`src/rtl/press_pkg.sv`:
```
// Shared definitions for the press classifier: default timing parameters,
// counter width and FSM state encoding.
package press_pkg;

  localparam int unsigned TICK_DIV_DEF  = 50000;
  localparam int unsigned LONG_MS_DEF   = 1000;
  localparam int unsigned DCLICK_MS_DEF = 300;

  localparam int unsigned MS_W    = 16;
  localparam int unsigned STATE_W = 3;

  localparam logic [STATE_W-1:0] ENC_IDLE      = 3'd0;
  localparam logic [STATE_W-1:0] ENC_PRESS1    = 3'd1;
  localparam logic [STATE_W-1:0] ENC_GAP       = 3'd2;
  localparam logic [STATE_W-1:0] ENC_PRESS2    = 3'd3;
  localparam logic [STATE_W-1:0] ENC_LONG_HELD = 3'd4;

  typedef enum logic [STATE_W-1:0] {
    ST_IDLE      = ENC_IDLE,
    ST_PRESS1    = ENC_PRESS1,
    ST_GAP       = ENC_GAP,
    ST_PRESS2    = ENC_PRESS2,
    ST_LONG_HELD = ENC_LONG_HELD
  } state_t;

endpackage

```
`src/rtl/ms_timer.sv`:
```
// Millisecond timer: a 0..TICK_DIV-1 prescaler feeding a saturating 16-bit
// ms counter, both cleared synchronously by i_clr.
module ms_timer
  import press_pkg::*;
#(
  parameter int unsigned TICK_DIV = TICK_DIV_DEF
) (
  input  logic            clk,
  input  logic            reset,
  input  logic            i_clr,
  output logic [MS_W-1:0] o_ms_cnt
);

  localparam int unsigned PRE_W = (TICK_DIV > 2) ? $clog2(TICK_DIV) : 1;
  localparam logic [PRE_W-1:0] PRE_LAST = PRE_W'(TICK_DIV - 1);

  logic [PRE_W-1:0] r_pre;
  logic [MS_W-1:0]  r_ms;

  always_ff @(posedge clk or posedge reset) begin
    if (reset) begin
      r_pre <= '0;
      r_ms  <= '0;
    end else if (i_clr) begin
      r_pre <= '0;
      r_ms  <= '0;
    end else if (r_pre == PRE_LAST) begin
      r_pre <= '0;
      if (r_ms != '1) r_ms <= r_ms + MS_W'(1);
    end else begin
      r_pre <= r_pre + PRE_W'(1);
    end
  end

  assign o_ms_cnt = r_ms;

endmodule

```
`src/rtl/press_classifier.sv`:
```
// Classifies debounced button activity into short, long and double-click
// events; each event is a registered one-cycle pulse.
module press_classifier
  import press_pkg::*;
#(
  parameter int unsigned TICK_DIV  = TICK_DIV_DEF,
  parameter int unsigned LONG_MS   = LONG_MS_DEF,
  parameter int unsigned DCLICK_MS = DCLICK_MS_DEF
) (
  input  logic clk,
  input  logic reset,
  input  logic db_level,
  output logic short_tick,
  output logic long_tick,
  output logic double_tick,
  output logic busy
);

  localparam logic [MS_W-1:0] LONG_CNT   = MS_W'(LONG_MS);
  localparam logic [MS_W-1:0] DCLICK_CNT = MS_W'(DCLICK_MS);

  state_t          r_state;
  state_t          w_next;
  logic            w_short;
  logic            w_long;
  logic            w_double;
  logic            w_clr;
  logic [MS_W-1:0] w_ms_cnt;
  logic            r_short;
  logic            r_long;
  logic            r_double;
  logic            r_busy;

  ms_timer #(
    .TICK_DIV (TICK_DIV)
  ) u_ms_timer (
    .clk      (clk),
    .reset    (reset),
    .i_clr    (w_clr),
    .o_ms_cnt (w_ms_cnt)
  );

  // Level changes are tested before timer expiry so they win ties.
  always_comb begin
    w_next   = r_state;
    w_short  = 1'b0;
    w_long   = 1'b0;
    w_double = 1'b0;
    case (r_state)
      ST_IDLE: begin
        if (db_level) w_next = ST_PRESS1;
      end
      ST_PRESS1: begin
        if (!db_level) begin
          w_next = ST_GAP;
        end else if (w_ms_cnt == LONG_CNT) begin
          w_next = ST_LONG_HELD;
          w_long = 1'b1;
        end
      end
      ST_GAP: begin
        if (db_level) begin
          w_next = ST_PRESS2;
        end else if (w_ms_cnt == DCLICK_CNT) begin
          w_next  = ST_IDLE;
          w_short = 1'b1;
        end
      end
      ST_PRESS2: begin
        if (!db_level) begin
          w_next   = ST_IDLE;
          w_double = 1'b1;
        end else if (w_ms_cnt == LONG_CNT) begin
          w_next = ST_LONG_HELD;
          w_long = 1'b1;
        end
      end
      ST_LONG_HELD: begin
        if (!db_level) w_next = ST_IDLE;
      end
      default: w_next = ST_IDLE;
    endcase
  end

  assign w_clr = (w_next != r_state);

  // busy is registered from the next state so it tracks the state register exactly.
  always_ff @(posedge clk or posedge reset) begin
    if (reset) begin
      r_state  <= ST_IDLE;
      r_short  <= 1'b0;
      r_long   <= 1'b0;
      r_double <= 1'b0;
      r_busy   <= 1'b0;
    end else begin
      r_state  <= w_next;
      r_short  <= w_short;
      r_long   <= w_long;
      r_double <= w_double;
      r_busy   <= (w_next != ST_IDLE);
    end
  end

  assign short_tick  = r_short;
  assign long_tick   = r_long;
  assign double_tick = r_double;
  assign busy        = r_busy;

endmodule

```
`config.mk`:
```
export PLATFORM = sky130hd
export DESIGN_NAME = press_classifier
export DESIGN_NICKNAME = d
export VERILOG_FILES = /design/src/rtl/press_pkg.sv /design/src/rtl/ms_timer.sv /design/src/rtl/press_classifier.sv
export SDC_FILE = /design/constraint.sdc
export NUM_CORES = 1
export LEC_CHECK = 0
export BUFFER_PORTS_ARGS = -buffer_cell sky130_fd_sc_hd__buf_4
export CAP_MARGIN = 20
export CORE_MARGIN = 5
export CORE_UTILIZATION = 32
export DETAILED_ROUTE_END_ITERATION = 16
export SYNTH_ARGS = -nofsm -noshare
export SYNTH_HDL_FRONTEND = slang
export SYNTH_HIERARCHICAL = 1
export SYNTH_SLANG_ARGS = --single-unit
```
`constraint.sdc`:
```
create_clock -name clk -period 3.8 [get_ports clk]
set_input_delay 0.19 -clock clk [delete_from_list [all_inputs] [get_ports clk]]
set_output_delay 0.19 -clock clk [all_outputs]
set_load 0.02 [all_outputs]
```
==> metrics.txt <==
R2R setup slack=about 0.76 ns; Hold Crit Depth=2; Yosys warning count=6; antenna viol nets, final=0; total vias in the final route=between 1500 and 2000; clock buffer depth=2; Max Clk Rate=0.329 GHz; Nets=around 230; Syn Std Cell Area=between 0.002 and 0.0025 sq mm; setup bufs post-CTS=0; Leakage=roughly 0.94 nW; Synthesized Nets=between 200 and 250; Distinct cells, synth=44; router iterations before antenna repair=4; 1st-iter DRT viols=just over 90; worst rel slew slack=51.6%; CTS Buf Count=5; Worst R2R Path Depth=10; row cnt=29; most instantiated cells after synthesis=dfrtp_1 (39), nor2_1 (25), nand3_1 (13); GP Congestion=0.789; CTS root buf=clkbuf_8; area growth from synthesis to layout=10.6%; clock sink count=39; placed cell count=just under 300; Synth Instances=about 220; HP Start=db_level; Die ar.=0.00825 sq mm; count leader, synth=dfrtp_1; input/output buffers=6; Mapped Avg Cell Area=9.64 sq um; Final Skew=0.00749 ns; post-synth top area share=between 40% and 50%; Pwr per Cell Area=roughly 320 mW/mm^2; Top-Level Pins=7; register area share after synthesis=between 40% and 50%; layout cells sized above 1=roughly 9.6%; Final Max Slew Viols=0; main flop type after synthesis=dfrtp_1; WP data required=4.03 ns; EDFF count, synth=0; Final period util=around 80%; Max H-tree Level=2; Hold Path Class=input port to register; core footprint=0.00635 sq mm; #FFs+latches synth=39; Critical Path End Type=register; critical path fanouts, max=18; Final Hold Viols=0; startpoint types=register; post-CTS resize count=0; Filler cells=~630; Worst EP arrival=around 3.3 ns; Non-Filler Instances=approximately 300; via/cell ratio=approximately 5.2; DP Area=0.00222 sq mm; Worst R2R End=u_ms_timer/o_ms_cnt[9]; Final Setup Violations=0; Die Ht=about 91 um; unrepaired setup endpoints after global routing=false; Initial Utilization=between 30% and 40%; Async S/R FF share, synth=100%; CP Class=register to register; VDD IR max=~130 uV; grt total ovfl=0; first-pass GRT wire length=a little over 7000 um; clock-pin slew on the worst setup and hold paths=~0.08 ns; outcome=complete, no violations; ranking of synthesized cells by area=dfrtp_1 (47%), xnor2_1 (4.6%), xor2_1 (4.6%); Max Cap Viol=0; pin count of the biggest net entering global routing=33; vias in the first global route=approximately 1500; Total GRT Usage=a little over a tenth; Inserted Diodes=0; Worst-Margin Slew=between 0.7 and 0.8 ns; Power Total=~0.00074 W; post-route cell area=between 0.002 and 0.0025 sq mm; HPWL Detailed=approximately 2800 um; Synth area leader=dfrtp_1; Worst Hold End=double_tick; TNS Setup=0 ns; fin crit period=3.04 ns; drt wl/cell=roughly 13 um; die width=between 90 and 100 um; DRC viols=0; latest clock arrival within the worst-skew pair=around 0.29 ns; CTS tree=built; Total Routed Length=4030 um; R2R Path Start=u_ms_timer/o_ms_cnt[13]; initial antenna violation count=0
==> logic make-up after synthesis <==
family,share of synthesized area (%)
simple gates,29.5
buf+inv,3.23
fa+ha+maj,1.20
flops,46.7
mux,0.478
compound gates,9.69
xor+xnor,9.21
==> what timing repair did <==
item                                    4_1_cts  5_1_grt
hold endpoints to repair                      9        0
hold buffers                                  1        0
endpoints found under the setup margin        0        0
==> worst max-delay path: stages, from the launching register on <==
cell      delay, ns
dfrtp_1        0.44
or4b_4         0.57
or3_1          0.40
or3_1          0.37
a22oi_1        0.17
buf_4          0.24
nand4b_1       0.12
or4_1          0.18
nand2_1        0.12
nor3_1         0.19
a31o_1         0.17
==> registers in the layout, indices dropped and copies added, names as in the netlist <==
name	cells
u_ms_timer/o_ms_cnt	16
u_ms_timer/r_pre	16
r_state	3
busy	1
double_tick	1
long_tick	1
short_tick	1
==> metal layers <==
layer  GRT usage, %  vias to the layer above  part of all wire [%]
li1               -                      794                     -
met1           14.2                      774                    49
met2           15.8                       18                    46
met3           2.58                        5                   2.9
met4           5.13                        0                   2.1
met5              0                        -                     0
==> placed cells by master (no fill, tap or decap), types with 5 or more instances in the layout <==
cell type,n
o21ai_1,6
nand3_1,13
nand2_1,11
nor3_1,11
buf_4,9
o21ai_0,11
and3_1,5
nor2_1,25
or3_1,5
xnor2_1,11
dfrtp_1,39
xor2_1,11
inv_1,9
nand4_1,8
clkbuf_8,5
==> metrics by stage <==
stage	util [%]	setup WS, ns	hold slack, ns
2_1_floorplan	-	0.944	-0.00660
3_3_place_gp	35.0	0.869	0.147
3_5_place_dp	35.0	0.802	0.152
4_1_cts	36.4	0.754	0.117
5_1_grt	36.4	0.560	0.117
6_report	36.4	0.756	0.131
==> worst max-delay path by stage <==
stage	from	endpoint
4_1_cts	u_ms_timer/o_ms_cnt[13]	u_ms_timer/o_ms_cnt[9]
2_1_floorplan	u_ms_timer/o_ms_cnt[13]	u_ms_timer/o_ms_cnt[9]
5_1_grt	u_ms_timer/o_ms_cnt[13]	u_ms_timer/o_ms_cnt[5]
3_3_place_gp	u_ms_timer/o_ms_cnt[13]	u_ms_timer/o_ms_cnt[5]
6_report	u_ms_timer/o_ms_cnt[13]	u_ms_timer/o_ms_cnt[9]
3_5_place_dp	u_ms_timer/o_ms_cnt[13]	u_ms_timer/o_ms_cnt[5]
==> power breakdown <==
part | switching [W] | total [W] | leakage [nW] | internal [W]
sequential | 0.00000688 | 0.000429 | 0.535 | 0.000422
clock | 0.000138 | 0.000267 | 0.0422 | 0.000129
combinational | 0.0000312 | 0.0000480 | 0.363 | 0.0000168
total | 0.000176 | 0.000744 | 0.940 | 0.000568
==> final cells by class <==
class	instances	area [sq um]	share of cell area, %
multi-input combinational	162	1050	45.3
timing repair buffer	10	77.6	3.35
clock inverter	1	5.00	0.216
sequential	39	976	42.2
inverter	9	33.8	1.46
tap	77	96.3	4.16
clock buffer	7	76.3	3.30
(Power assumes the default switching activity.)
